[src/rtl/bt_frame_receiver.sv]
// Purpose: 8N1 UART receiver that gathers RX_DATA_BYTE_WIDTH bytes into one frame for the BlueTooth path.
// Latency: frame appears on rx_data with rx_rdy one cycle after the last byte's stop-bit centre sample.
// Backpressure: rx_rdy held until rx_ack; a frame completing while rx_rdy is still pending is dropped with an overrun pulse.
module bt_frame_receiver #(
    parameter int CLK_FRE            = 50,
    parameter int BAUD_RATE          = 9600,
    parameter int RX_DATA_BYTE_WIDTH = 11,
    parameter int TIMEOUT_BITS       = 20
) (
    input  logic                            clk,
    input  logic                            rst_n,
    input  logic                            uart_rx,
    output logic [RX_DATA_BYTE_WIDTH*8-1:0] rx_data,
    output logic                            rx_rdy,
    input  logic                            rx_ack,
    output logic                            frame_err,
    output logic                            overrun,
    output logic                            busy
);

    localparam int CYC_PER_BIT = CLK_FRE * 1000000 / BAUD_RATE;
    localparam int W           = RX_DATA_BYTE_WIDTH;
    localparam int TO_CYC      = TIMEOUT_BITS * CYC_PER_BIT;
    localparam int CNT_W       = (CYC_PER_BIT > 1) ? $clog2(CYC_PER_BIT) : 1;
    localparam int IDLE_W      = $clog2(TO_CYC + 1);
    localparam int BC_W        = $clog2(W + 1);

    localparam logic [CNT_W-1:0]  CNT_HALF  = CNT_W'(CYC_PER_BIT / 2);
    localparam logic [CNT_W-1:0]  CNT_LAST  = CNT_W'(CYC_PER_BIT - 1);
    localparam logic [IDLE_W-1:0] IDLE_LAST = IDLE_W'(TO_CYC - 1);
    localparam logic [BC_W-1:0]   BC_LAST   = BC_W'(W - 1);

    typedef enum logic [2:0] {
        IDLE,
        START,
        DATA,
        STOP,
        WAIT_HIGH
    } state_t;

    state_t              state;
    logic                rx_s1;
    logic                rx_s2;
    logic                rx_prev;
    logic [CNT_W-1:0]    cnt;
    logic [IDLE_W-1:0]   idle_cnt;
    logic [2:0]          bit_idx;
    logic [7:0]          shift;
    logic [BC_W-1:0]     byte_cnt;
    logic [W*8-1:0]      frame_buf;
    logic [W*8-1:0]      frame_next;

    // Two-flop synchroniser plus a delayed copy for falling-edge detection; idle-high reset
    always_ff @(posedge clk or negedge rst_n) begin
        if (!rst_n) begin
            rx_s1   <= 1'b1;
            rx_s2   <= 1'b1;
            rx_prev <= 1'b1;
        end else begin
            rx_s1   <= uart_rx;
            rx_s2   <= rx_s1;
            rx_prev <= rx_s2;
        end
    end

    // Frame buffer with the just-received byte dropped into its slot
    always_comb begin
        frame_next = frame_buf;
        for (int k = 0; k < W; k++) begin
            if (byte_cnt == BC_W'(k)) begin
                frame_next[k*8 +: 8] = shift;
            end
        end
    end

    // Receive FSM: bit timing, byte assembly, frame hand-off, error and timeout handling
    always_ff @(posedge clk or negedge rst_n) begin
        if (!rst_n) begin
            state     <= IDLE;
            cnt       <= '0;
            idle_cnt  <= '0;
            bit_idx   <= '0;
            shift     <= '0;
            byte_cnt  <= '0;
            frame_buf <= '0;
            rx_data   <= '0;
            rx_rdy    <= 1'b0;
            frame_err <= 1'b0;
            overrun   <= 1'b0;
            busy      <= 1'b0;
        end else begin
            frame_err <= 1'b0;
            overrun   <= 1'b0;
            if (rx_rdy && rx_ack) begin
                rx_rdy <= 1'b0;
            end
            case (state)
                IDLE: begin
                    if (rx_prev && !rx_s2) begin
                        state    <= START;
                        cnt      <= '0;
                        idle_cnt <= '0;
                        busy     <= 1'b1;
                    end else if (byte_cnt != '0) begin
                        // partial frame waiting for its next byte: discard if the line stays idle too long
                        if (idle_cnt == IDLE_LAST) begin
                            byte_cnt  <= '0;
                            idle_cnt  <= '0;
                            frame_err <= 1'b1;
                            busy      <= 1'b0;
                        end else begin
                            idle_cnt <= idle_cnt + 1'b1;
                        end
                    end else begin
                        idle_cnt <= '0;
                    end
                end
                START: begin
                    if (cnt == CNT_HALF) begin
                        cnt <= '0;
                        if (!rx_s2) begin
                            state   <= DATA;
                            bit_idx <= '0;
                        end else begin
                            // glitch, not a start bit; only byte 0 owns the busy flag
                            state <= IDLE;
                            if (byte_cnt == '0) begin
                                busy <= 1'b0;
                            end
                        end
                    end else begin
                        cnt <= cnt + 1'b1;
                    end
                end
                DATA: begin
                    if (cnt == CNT_LAST) begin
                        cnt   <= '0;
                        shift <= {rx_s2, shift[7:1]};
                        if (bit_idx == 3'd7) begin
                            state <= STOP;
                        end else begin
                            bit_idx <= bit_idx + 1'b1;
                        end
                    end else begin
                        cnt <= cnt + 1'b1;
                    end
                end
                STOP: begin
                    if (cnt == CNT_LAST) begin
                        cnt <= '0;
                        if (rx_s2) begin
                            state <= IDLE;
                            if (byte_cnt == BC_LAST) begin
                                byte_cnt <= '0;
                                busy     <= 1'b0;
                                // an ack in this same cycle frees the output for the new frame
                                if (!rx_rdy || rx_ack) begin
                                    rx_data <= frame_next;
                                    rx_rdy  <= 1'b1;
                                end else begin
                                    overrun <= 1'b1;
                                end
                            end else begin
                                frame_buf <= frame_next;
                                byte_cnt  <= byte_cnt + 1'b1;
                            end
                        end else begin
                            state     <= WAIT_HIGH;
                            byte_cnt  <= '0;
                            frame_err <= 1'b1;
                            busy      <= 1'b0;
                        end
                    end else begin
                        cnt <= cnt + 1'b1;
                    end
                end
                WAIT_HIGH: begin
                    if (rx_s2) begin
                        state <= IDLE;
                    end
                end
                default: begin
                    state <= IDLE;
                end
            endcase
        end
    end

endmodule

[config.mk]
export PLATFORM = sky130hd
export DESIGN_NAME = bt_frame_receiver
export DESIGN_NICKNAME = d
export VERILOG_FILES = /design/src/rtl/bt_frame_receiver.sv
export SDC_FILE = /design/constraint.sdc
export NUM_CORES = 1
export LEC_CHECK = 0
export BUFFER_PORTS_ARGS = -buffer_cell sky130_fd_sc_hd__buf_2
export CELL_PAD_IN_SITES_DETAIL_PLACEMENT = 0
export CELL_PAD_IN_SITES_GLOBAL_PLACEMENT = 2
export CORE_ASPECT_RATIO = 1.1
export CORE_MARGIN = 5
export CORE_UTILIZATION = 42
export CTS_CLUSTER_SIZE = 8
export DETAILED_ROUTE_END_ITERATION = 8
export PLACE_DENSITY = 0.83
export SYNTH_ARGS = -nofsm -noshare
export SYNTH_HDL_FRONTEND = slang
export SYNTH_SLANG_ARGS = --single-unit
[constraint.sdc]
create_clock -name clk -period 3.8 [get_ports clk]
set_input_delay 0.76 -clock clk [delete_from_list [all_inputs] [get_ports clk]]
set_output_delay 0.76 -clock clk [all_outputs]
set_load 0.005 [all_outputs]
==> key figures <==
CTS
  • # Post-CTS Setup Buffers: 0
  • Total CTS buffers: 31
  • Clock insertion delay at the later pin of the skew report: 0.53 ns
  • CTS sink cnt: approximately 220
  • Clk buf depth: 3
  • Clock-pin slew on the worst setup and hold paths: 0.05 ns
  • CTS tree: built
  • Post-cts repair resize count: 0
  • Clock root buffer: sky130_fd_sc_hd__clkbuf_16
  • Number of hold-repair buffers added at the cts stage: 0
  • H-tree depth: 1

Worst setup path
  • Classification of the worst setup path: reg2reg
  • Reg2Reg Setup Slack: about 0.95 ns
  • Setup crit start kind: flop
  • Depth of the most critical reg-to-reg path: 7
  • Max Fanout on Critical Path: 85
  • Worst Setup End Kind: flop
  • Startpoint of the lowest-slack register-to-register path: cnt[8]
  • Reg2reg end: rx_data[21]
  • Arrival time of the worst setup path: 3.30 ns
  • Req. time, crit path: between 4 and 5 ns

STA
  • Fin Setup TNS: 0 ns
  • Max Fclk: roughly 350 MHz
  • Final worst path period share: 75.0%
  • Max-slew violation total from the final report: 0
  • Slew @ Worst Pin: 1.02 ns
  • RSZ-0062 raised after global routing: no
  • Smallest hold slack: 0.215 ns
  • Final worst path period need: 2.85 ns
  • Endpoints failing setup: 0
  • Clock Skew: 0.0150 ns
  • Relative slew slack: 31.8%
  • Hold Violations, Final: 0

Run
  • Reported max-cap violation count: 0

Power
  • Clock share of power: 45.1%
  • Worst supply voltage drop on vdd: 0.259 mV
  • Design internal power: 0.00404 W
  • Leakage power figure: ~4.9 nW
  • Net switching power: roughly 0.0013 W
  • Total power density per cell area: 458 nW/µm²
  • Combinational group share of total power: between 7 and 8%
  • Switching power share of the total: 24.1%
  • Sequential fraction of design power: 47.3%

Logic synthesis
  • Yosys warnings: 0
  • Post-synthesis net count: 898
  • Top flip-flop cell by instance count after synthesis: sky130_fd_sc_hd__dfrtp_1
  • Asr flop ratio synth: between 90% and 100%
  • Cell area after synthesis: around 10000 µm²
  • Top post-synthesis cells by count: 220 x sky130_fd_sc_hd__dfrtp_1, 102 x sky130_fd_sc_hd__nor2_1, 93 x sky130_fd_sc_hd__a21oi_1, 86 x sky130_fd_sc_hd__mux2_2, 77 x sky130_fd_sc_hd__mux2i_1
  • Flops & latches, synth: 223
  • Count of flip-flops with a built-in enable after synthesis: 0
  • Post-synthesis sequential area ratio: between 50% and 60%
  • Area fraction of the dominant cell type after synthesis: between 50% and 60%
  • Most instantiated library cell after synthesis: sky130_fd_sc_hd__dfrtp_1
  • Gate Count Post-Synth: 889
  • Unique cell type count in the Yosys netlist: 58
  • Synth area leaders: sky130_fd_sc_hd__dfrtp_1 55%, sky130_fd_sc_hd__mux2_2 9.7%, sky130_fd_sc_hd__mux2i_1 7.7%
  • Cell type contributing the most total cell area after synthesis: sky130_fd_sc_hd__dfrtp_1
  • Average instance area after synthesis: 11.3 µm²

Final layout
  • Area Overhead vs Synth: 16.1%
  • Final standard cell area without fillers: approximately 12000 µm²
  • Share of cells above drive strength 1: 25.9%
  • Finished Core Util: 49.3%
  • Ant. Diodes: 0
  • Multi-input logic area: 4100 µm²
  • Final #Nets: 983
  • Number of fillers in the final layout: 2144
  • Sequential cell area: 5580 µm²

Status
  • Result of the run: complete, no violations

Floorplan
  • Width of the die: roughly 160 µm
  • # rows: approximately 60
  • Initial core utilization: 42.5%
  • Die area: around 27000 µm²
  • Height of the chip: between 150 and 200 µm
  • Boundary Pins: 96
  • Core box area: 23500 µm²

Placement
  • Routability cong.: 0.784
  • DPL Wire Length: 14.1 mm
  • Post-DP Area: 10800 µm²
  • Buffers added on ports: 95

Route
  • First-pass iteration count of the detailed router: 4
  • Iteration-0 DRC Markers: 310
  • Number of nets still failing antenna checks after routing: 0
  • Final routed DRC violation total: 0
  • Post-detailed-route via-to-cell ratio: 5.36
  • DRT Wirelength: 22.3 mm
  • Vias after detailed routing: 6917
  • Avg WL per Cell: ~17 µm

Global route
  • Maximum number of pins on one net before global-route repair: 86
  • Total track usage: 16.7%
  • Vias in the first global route: 6804
  • Antenna violations before repair: 0
  • Global route total overflow: 0
  • Global-route wire length before repair: 37.0 mm

Min path
  • Hold Crit Class: in2async
[layout make-up]
class | count | area share [%]
clock buffer | 45 | 7.13
inverter | 11 | 0.355
multi-input combinational | 593 | 35.3
sequential | 223 | 48.1
tap | 305 | 3.28
timing repair buffer | 114 | 5.84
[logic make-up after synthesis]
logic type	after synthesis	share of synthesized area, %
AOI/OAI and AO/OA	162	9.26
adders and majority gates	5	0.625
xor gates and xnor gates	1	0.0876
and+or+nand+nor	251	12.3
DFF	223	55.8
muxes	174	18.6
buffers and inverters	73	3.31
[power groups by stage]
stage               logic, W  registers (W)  clock network, W
floorplan           0.000303        0.00251                 0
global placement    0.000409        0.00255                 0
detailed placement  0.000411        0.00255                 0
CTS                 0.000411        0.00251           0.00247
global route        0.000464        0.00253           0.00259
finish              0.000404        0.00251           0.00240
[stage by stage]
step,total power [W],instances,setup WS [ns]
final,0.00532,1291,0.948
after global routing,0.00558,1291,0.764
after CTS,0.00540,1291,0.960
after detailed placement,0.00296,1246,0.974
after floorplan,0.00281,889,1.36
after global placement,0.00296,1246,1.05
[metal layers]
layer | up-vias | GRT usage, % | share of wire, %
li1 | 3348 | - | -
met1 | 3412 | 23.6 | 46
met2 | 127 | 27.8 | 48
met3 | 30 | 2.20 | 4.3
met4 | 0 | 3.93 | 1.5
met5 | - | 0 | 0
[worst max-delay path by stage]
stage                        endpoint  slack [ns]  cells after the start  startpoint
after floorplan           rx_data[85]        1.36                      5      cnt[8]
after global placement    rx_data[50]        1.05                      7      cnt[8]
after detailed placement  rx_data[21]        0.97                      7      cnt[7]
after CTS                 rx_data[21]        0.96                      7      cnt[8]
after global routing      rx_data[25]        0.76                      7      cnt[8]
final                     rx_data[21]        0.95                      7      cnt[8]
[sequential cells by signal (all words and copies together) (netlist names), 3 cells and up]
register	flops
shift	8
byte_cnt	4
frame_buf	80
idle_cnt	17
rx_data	88
cnt	13
bit_idx	3
state	3
[cells in the final DEF (no fill, tap or decap), types with 9 or more instances in the layout]
master | netlist | routed
sky130_fd_sc_hd__nand2b_1 | 9 | 9
sky130_fd_sc_hd__a31oi_1 | 20 | 20
sky130_fd_sc_hd__a21oi_1 | 93 | 93
sky130_fd_sc_hd__nand3_1 | 14 | 14
sky130_fd_sc_hd__dfrtp_1 | 220 | 220
sky130_fd_sc_hd__o21ai_0 | 21 | 21
sky130_fd_sc_hd__nor2_1 | 102 | 102
sky130_fd_sc_hd__clkbuf_1 | 38 | 14
sky130_fd_sc_hd__mux2_1 | 11 | 11
sky130_fd_sc_hd__clkbuf_16 | 0 | 31
sky130_fd_sc_hd__o31ai_1 | 10 | 9
sky130_fd_sc_hd__inv_1 | 11 | 11
sky130_fd_sc_hd__buf_2 | 13 | 94
sky130_fd_sc_hd__mux2i_1 | 77 | 77
sky130_fd_sc_hd__buf_4 | 1 | 15
sky130_fd_sc_hd__mux2_2 | 86 | 86
sky130_fd_sc_hd__nor3_1 | 16 | 15
sky130_fd_sc_hd__nand2_1 | 48 | 48
sky130_fd_sc_hd__nand4_1 | 10 | 10
[critical path: stages (launching register included)]
cell	delay [ns]
sky130_fd_sc_hd__dfrtp_1	0.43
sky130_fd_sc_hd__or4b_1	0.57
sky130_fd_sc_hd__or4b_1	0.58
sky130_fd_sc_hd__nor3b_4	0.25
sky130_fd_sc_hd__buf_12	0.33
sky130_fd_sc_hd__buf_4	0.35
sky130_fd_sc_hd__nor2_1	0.08
sky130_fd_sc_hd__a21oi_1	0.12
No activity file was read; power rests on OpenSTA's default activity.
